**src/rtl/rob_retire_buffer.sv**
```systemverilog
// In-order reorder buffer: dispatch into the tail, CDB completion, up to C_RT_NUM head retires per cycle.
// Define ROB_RETIRE_COUNT_EN to add rt_count_o, a running count of retired instructions.
module rob_retire_buffer #(
    parameter int unsigned C_ROB_ENTRY_NUM  = 32,
    parameter int unsigned C_DP_NUM         = 2,
    parameter int unsigned C_CDB_NUM        = 2,
    parameter int unsigned C_RT_NUM         = 2,
    parameter int unsigned C_ARCH_REG_WIDTH = 5,
    parameter int unsigned C_TAG_IDX_WIDTH  = 6,
    localparam int unsigned IDX_W = $clog2(C_ROB_ENTRY_NUM),
    localparam int unsigned PTR_W = IDX_W + 1,
    localparam int unsigned DPN_W = $clog2(C_DP_NUM + 1),
    localparam int unsigned RTN_W = $clog2(C_RT_NUM + 1),
    localparam int unsigned AW    = C_ARCH_REG_WIDTH,
    localparam int unsigned TW    = C_TAG_IDX_WIDTH
) (
    input  logic                          clk_i,
    input  logic                          rst_i,
    input  logic [DPN_W-1:0]              dp_num_i,
    input  logic [C_DP_NUM*AW-1:0]        dp_arch_reg_i,
    input  logic [C_DP_NUM*TW-1:0]        dp_tag_i,
    input  logic [C_DP_NUM*TW-1:0]        dp_tag_old_i,
    input  logic [C_DP_NUM-1:0]           dp_wr_en_i,
    output logic [DPN_W-1:0]              dp_avail_o,
    output logic [C_DP_NUM*IDX_W-1:0]     dp_rob_idx_o,
    input  logic [C_CDB_NUM-1:0]          cdb_valid_i,
    input  logic [C_CDB_NUM*IDX_W-1:0]    cdb_rob_idx_i,
    input  logic [C_CDB_NUM-1:0]          cdb_br_mispredict_i,
    output logic [C_RT_NUM-1:0]           rt_valid_o,
    output logic [C_RT_NUM-1:0]           rt_wr_en_o,
    output logic [C_RT_NUM*AW-1:0]        rt_arch_reg_o,
    output logic [C_RT_NUM*TW-1:0]        rt_phy_reg_o,
    output logic [C_RT_NUM*TW-1:0]        rt_tag_old_o,
`ifdef ROB_RETIRE_COUNT_EN
    output logic [31:0]                   rt_count_o,
`endif
    output logic                          rollback_o
);

    logic [C_ROB_ENTRY_NUM-1:0] valid_q, valid_d;
    logic [C_ROB_ENTRY_NUM-1:0] cmpl_q, cmpl_d;
    logic [C_ROB_ENTRY_NUM-1:0] misp_q, misp_d;
    logic [C_ROB_ENTRY_NUM-1:0] wr_en_q;
    logic [AW-1:0]              arch_q  [C_ROB_ENTRY_NUM];
    logic [TW-1:0]              tag_q   [C_ROB_ENTRY_NUM];
    logic [TW-1:0]              told_q  [C_ROB_ENTRY_NUM];
    logic [PTR_W-1:0]           head_q, head_d, tail_q, tail_d;

    logic [PTR_W-1:0]           count_c, free_c;
    logic [DPN_W-1:0]           dp_eff_c;
    logic [C_DP_NUM-1:0]        dp_we_c;
    logic [IDX_W-1:0]           dp_idx_c [C_DP_NUM];
    logic [IDX_W-1:0]           rt_idx_c [C_RT_NUM];
    logic [C_RT_NUM-1:0]        rt_ok_c;
    logic [RTN_W-1:0]           rt_num_c;
    logic                       rollback_c;
    logic                       chain_c;

    // Retire selection: contiguous completed head entries, stopping after a mispredicted branch
    always_comb begin
        rt_ok_c       = '0;
        rt_num_c      = '0;
        rollback_c    = 1'b0;
        chain_c       = rst_i;
        rt_wr_en_o    = '0;
        rt_arch_reg_o = '0;
        rt_phy_reg_o  = '0;
        rt_tag_old_o  = '0;
        for (int j = 0; j < C_RT_NUM; j++) begin
            rt_idx_c[j] = head_q[IDX_W-1:0] + IDX_W'(j);
            if (chain_c && valid_q[rt_idx_c[j]] && cmpl_q[rt_idx_c[j]]) begin
                rt_ok_c[j]               = 1'b1;
                rt_num_c                 = rt_num_c + RTN_W'(1);
                rt_wr_en_o[j]            = wr_en_q[rt_idx_c[j]];
                rt_arch_reg_o[j*AW +: AW] = arch_q[rt_idx_c[j]];
                rt_phy_reg_o[j*TW +: TW]  = tag_q[rt_idx_c[j]];
                rt_tag_old_o[j*TW +: TW]  = told_q[rt_idx_c[j]];
                if (misp_q[rt_idx_c[j]]) begin
                    rollback_c = 1'b1;
                    chain_c    = 1'b0;
                end
            end else begin
                chain_c = 1'b0;
            end
        end
        rt_valid_o = rt_ok_c;
        rollback_o = rollback_c;
    end

    // Dispatch capacity and lane index assignment; writes are clamped to the free space
    always_comb begin
        count_c      = tail_q - head_q;
        free_c       = PTR_W'(C_ROB_ENTRY_NUM) - count_c;
        dp_avail_o   = (free_c >= PTR_W'(C_DP_NUM)) ? DPN_W'(C_DP_NUM) : DPN_W'(free_c);
        dp_eff_c     = (dp_num_i > dp_avail_o) ? dp_avail_o : dp_num_i;
        dp_we_c      = '0;
        dp_rob_idx_o = '0;
        for (int k = 0; k < C_DP_NUM; k++) begin
            dp_idx_c[k]                    = tail_q[IDX_W-1:0] + IDX_W'(k);
            dp_rob_idx_o[k*IDX_W +: IDX_W] = dp_idx_c[k];
            dp_we_c[k]                     = !rollback_c && (k < int'(dp_eff_c));
        end
    end

    // Entry status next-state: retire clears, dispatch allocates, CDB marks complete
    always_comb begin
        valid_d = valid_q;
        cmpl_d  = cmpl_q;
        misp_d  = misp_q;
        head_d  = head_q + PTR_W'(rt_num_c);
        tail_d  = tail_q + PTR_W'(dp_eff_c);
        for (int j = 0; j < C_RT_NUM; j++) begin
            if (rt_ok_c[j]) begin
                valid_d[rt_idx_c[j]] = 1'b0;
            end
        end
        for (int k = 0; k < C_DP_NUM; k++) begin
            if (dp_we_c[k]) begin
                valid_d[dp_idx_c[k]] = 1'b1;
                cmpl_d[dp_idx_c[k]]  = 1'b0;
                misp_d[dp_idx_c[k]]  = 1'b0;
            end
        end
        for (int c = 0; c < C_CDB_NUM; c++) begin
            if (cdb_valid_i[c] && valid_q[cdb_rob_idx_i[c*IDX_W +: IDX_W]]) begin
                cmpl_d[cdb_rob_idx_i[c*IDX_W +: IDX_W]] = 1'b1;
                misp_d[cdb_rob_idx_i[c*IDX_W +: IDX_W]] =
                    misp_q[cdb_rob_idx_i[c*IDX_W +: IDX_W]] | cdb_br_mispredict_i[c];
            end
        end
        if (rollback_c) begin
            valid_d = '0;
            head_d  = '0;
            tail_d  = '0;
        end
    end

    always_ff @(posedge clk_i) begin
        if (!rst_i) begin
            valid_q <= '0;
            cmpl_q  <= '0;
            misp_q  <= '0;
            head_q  <= '0;
            tail_q  <= '0;
        end else begin
            valid_q <= valid_d;
            cmpl_q  <= cmpl_d;
            misp_q  <= misp_d;
            head_q  <= head_d;
            tail_q  <= tail_d;
        end
    end

    // Payload storage needs no reset; valid_q gates every read
    always_ff @(posedge clk_i) begin
        for (int k = 0; k < C_DP_NUM; k++) begin
            if (dp_we_c[k]) begin
                wr_en_q[dp_idx_c[k]] <= dp_wr_en_i[k];
                arch_q[dp_idx_c[k]]  <= dp_arch_reg_i[k*AW +: AW];
                tag_q[dp_idx_c[k]]   <= dp_tag_i[k*TW +: TW];
                told_q[dp_idx_c[k]]  <= dp_tag_old_i[k*TW +: TW];
            end
        end
    end

`ifdef ROB_RETIRE_COUNT_EN
    logic [31:0] rt_count_q;

    always_ff @(posedge clk_i) begin
        if (!rst_i) begin
            rt_count_q <= '0;
        end else begin
            rt_count_q <= rt_count_q + 32'(rt_num_c);
        end
    end

    assign rt_count_o = rt_count_q;
`endif

endmodule

```
**config.mk**
```make
export PLATFORM = sky130hd
export DESIGN_NAME = rob_retire_buffer
export DESIGN_NICKNAME = d
export VERILOG_FILES = /design/src/rtl/rob_retire_buffer.sv
export SDC_FILE = /design/constraint.sdc
export NUM_CORES = 2
export LEC_CHECK = 0
export ABC_CLOCK_PERIOD_IN_PS = 18650
export CAP_MARGIN = 20
export CORE_MARGIN = 2
export CORE_UTILIZATION = 40
export DETAILED_ROUTE_END_ITERATION = 6
export SLEW_MARGIN = 0
export SYNTH_ARGS = -nofsm -noshare
export SYNTH_HDL_FRONTEND = slang
export SYNTH_SLANG_ARGS = --single-unit
```
**constraint.sdc**
```tcl
create_clock -name clk_i -period 18.65 [get_ports clk_i]
set_clock_uncertainty 0.1 [all_clocks]
set_input_delay 2.7975 -clock clk_i [delete_from_list [all_inputs] [get_ports clk_i]]
set_output_delay 2.7975 -clock clk_i [all_outputs]
set_load 0.03 [all_outputs]
```
==> results.sh <==
export IMPL_worst_path_buf_inv=5
export IMPL_antenna_found_initial=6
export IMPL_dpl_cell_area_um2=45530
export IMPL_crit_top_cell="clkdlybuf4s50_1"
export IMPL_finalMaxSlewViolations=0
export IMPL_worst_ep_arrival_time_ns=7.55
export IMPL_path_class="input pin to output port"
export IMPL_gp_congestion=0.9729
export IMPL_root_buffer="clkbuf_16"
export IMPL_postSynthCellCount=3323
export IMPL_drtIter0Drc=5276
export IMPL_outcome="finished, final reports clean"
export IMPL_met1_usage_pct=38.65
export IMPL_grt_pass1_wl_um=234700
export IMPL_finalCritPeriodShare_pct=56.02
export IMPL_hold_buffers=0
export IMPL_area_growth_pct=12.41
export IMPL_yosysTopAreaCellShare_pct=37.65
export IMPL_met2_usage_pct=45.05
export IMPL_wl_um=167500
export IMPL_fmax_ghz=0.09571
export IMPL_synth_edff_count=544
export IMPL_syn_area_um2=43390
export IMPL_finalSetupViolations=0
export IMPL_slowest_delay_ns=0.83
export IMPL_cp_num_cells=9
export IMPL_synth_async_reset_ratio_pct=0
export IMPL_crit_slowest_cell="clkdlybuf4s50_1"
export IMPL_crit_chain="clkdlybuf4s50_1, buf_4, nand3_1, or4_1, or2_2, inv_2, nand2_4, inv_6, clkdlybuf4s50_1"
export IMPL_powerDensity_nw_per_um2=87.55
export IMPL_avgViaCountPerCell=6.963
export IMPL_cap_violations=0
export IMPL_io_pins=105
export IMPL_rsz0062_at_grt="no"
export IMPL_ant_nets=0
export IMPL_min_path_cells=2
export IMPL_tightest_slew_ns=1.230
export IMPL_path_max_fanout=91
export IMPL_post_synth_top_count_cell="edfxtp_1"
export IMPL_leakagePower_nw=15.44
export IMPL_clockBufferDepth=3
export IMPL_grt_max_degree=117
export IMPL_vias=32831
export IMPL_synth_largest_area_cell="edfxtp_1"
export IMPL_numCtsBuffers=83
export IMPL_cpLargestDelayFamily="buffers and inverters"
export IMPL_cp_end_kind="output port"
export IMPL_start_util_pct=40.42
export IMPL_hp_class="flip-flop to flip-flop"
export IMPL_ir_drop_v=0.00006947
export IMPL_fin_tns_setup_ns=0
export IMPL_die_h_um=333.4
export IMPL_crit_required_ns=15.75
export IMPL_synth_area_leaders="edfxtp_1, mux4_2, mux2_2"
export IMPL_cts_tree="done"
export IMPL_cts_htree_levels=3
export IMPL_avgSynthCellArea_um2=13.06
export IMPL_clock_latency_ns=0.67
export IMPL_drt_pass1_iter_count=6
export IMPL_fin_nets=3330
export IMPL_die_x_um=333.4
export IMPL_grt_usage_pct=29.38
export IMPL_hpwl_um=97630
export IMPL_top_usage_layer="met2"
export IMPL_placeableCoreArea_um2=107400
export IMPL_cp_start_kind="input pin"
export IMPL_post_drt_wl_per_cell_um=35.52
export IMPL_synth_top_flop_cell="edfxtp_1"
export IMPL_min_period_ns=10.45
export IMPL_grt_ovfl_total=0
export IMPL_ys_ff_latch=684
export IMPL_drive_gt1_share_pct=37.03
export IMPL_placementRows=120
export IMPL_port_buffers=104
export IMPL_slew_headroom_pct=17.35
export IMPL_yosysSeqAreaShare_pct=44.11
export IMPL_yosys_cell_types_count=71
export IMPL_die_area_um2=111100
export IMPL_worst_r2r_path_depth=12
export IMPL_synth_yosys_warnings=0
export IMPL_drcViolationCount=0
export IMPL_hold_viol_final=0
export IMPL_clk_transition_reported_paths_ns=0.06
export IMPL_yosys_top_cells_count="edfxtp_1, mux2_2, mux4_2, nand2_1, clkbuf_1"
export IMPL_ctsResizeCount=0
export IMPL_nFillCells=9517
export IMPL_use_met3_pct=7.093
export IMPL_grt_pass1_vias=31171
export IMPL_postLayoutCellArea_um2=48770
export IMPL_cts_sinks=684
export IMPL_cts_setup_buffers=0
export IMPL_syn_num_nets=3406
-- cell type report --
class | instances | area, µm² | share of cell area (%)
inverters | 36 | 140.1 | 0.2873
well taps | 1403 | 1755 | 3.599
clock buffers | 108 | 2226 | 4.564
diodes | 1 | 2.502 | 0.005131
clock inverters | 41 | 445.4 | 0.9132
flip-flops and latches | 684 | 19150 | 39.26
multi-input cells | 2241 | 22810 | 46.77
repair buffers | 201 | 2248 | 4.610
-- stage by stage --
step                cells  setup WS [ns]  util (%)  hold WS (ns)  power, mW
finish               4715          8.202     45.43        0.3850      4.270
global route         4714          8.051     45.43        0.4025      4.370
CTS                  4690          8.075     44.90        0.3849      4.244
detailed placement   4541          8.120     42.41        0.3756      2.617
global placement     4536          8.150     42.34        0.3702      2.609
floorplan            3323          9.680         -        0.3517      2.321
-- where the power goes --
part           internal [mW]  switching (mW)
clock                  0.954           0.694
combinational          0.297           0.480
sequential              1.78          0.0634
total                   3.03            1.24
-- routing by layer --
| metal | wire length, µm | part of all wire [%] |
|---|---|---|
| met1 | 62490 | 37 |
| met5 | 46 | 0.027 |
| met3 | 19810 | 12 |
| met4 | 10300 | 6.1 |
| met2 | 74850 | 45 |
-- state kept, by name, indices dropped and copies added, names as in the netlist --
name     count
tag_q      192
told_q     192
arch_q     160
cmpl_q      32
misp_q      32
valid_q     32
wr_en_q     32
head_q       6
tail_q       6
-- worst reg2reg max path: cells and delay by family (launching register included) --
kind	cells	cell delay, ns
simple gates	4	2.60
compound gates	3	1.04
mux	1	0.65
flops	1	0.67
buf+inv	4	2.40
-- cell families after synthesis --
family          count (synthesis)  share of synthesized area (%)
compound gates                576                          8.657
xor+xnor                       22                         0.4787
fa+ha+maj                      29                         0.8882
buf+inv                       398                          4.011
flops                         684                          44.11
mux                           942                          34.27
simple gates                  672                          7.587
-- final timing paths --
path / startpoint / end / slack [ns]
setup reg to reg: head_q[0] / tag_q[21][2] / 10.93
hold reg to reg: cmpl_q[18] / cmpl_q[18] / 0.39
setup / recovery: rst_i / rollback_o / 8.20
hold / removal: cmpl_q[18] / cmpl_q[18] / 0.39
-- cell usage in the layout, fill, tap and decap left out, types with 32 or more instances in the layout --
cell type	count
nand2_1	243
mux4_2	352
dfxtp_1	137
a21oi_1	125
clkdlybuf4s50_1	104
nor3_1	42
edfxtp_1	544
o21ai_0	89
nand4_1	38
a31oi_1	55
mux2_4	90
mux2i_1	32
o22ai_1	96
nand3_1	34
clkbuf_16	89
nor2_1	108
o221ai_1	58
mux2_2	468
buf_4	66
(Power assumes the default switching activity.)
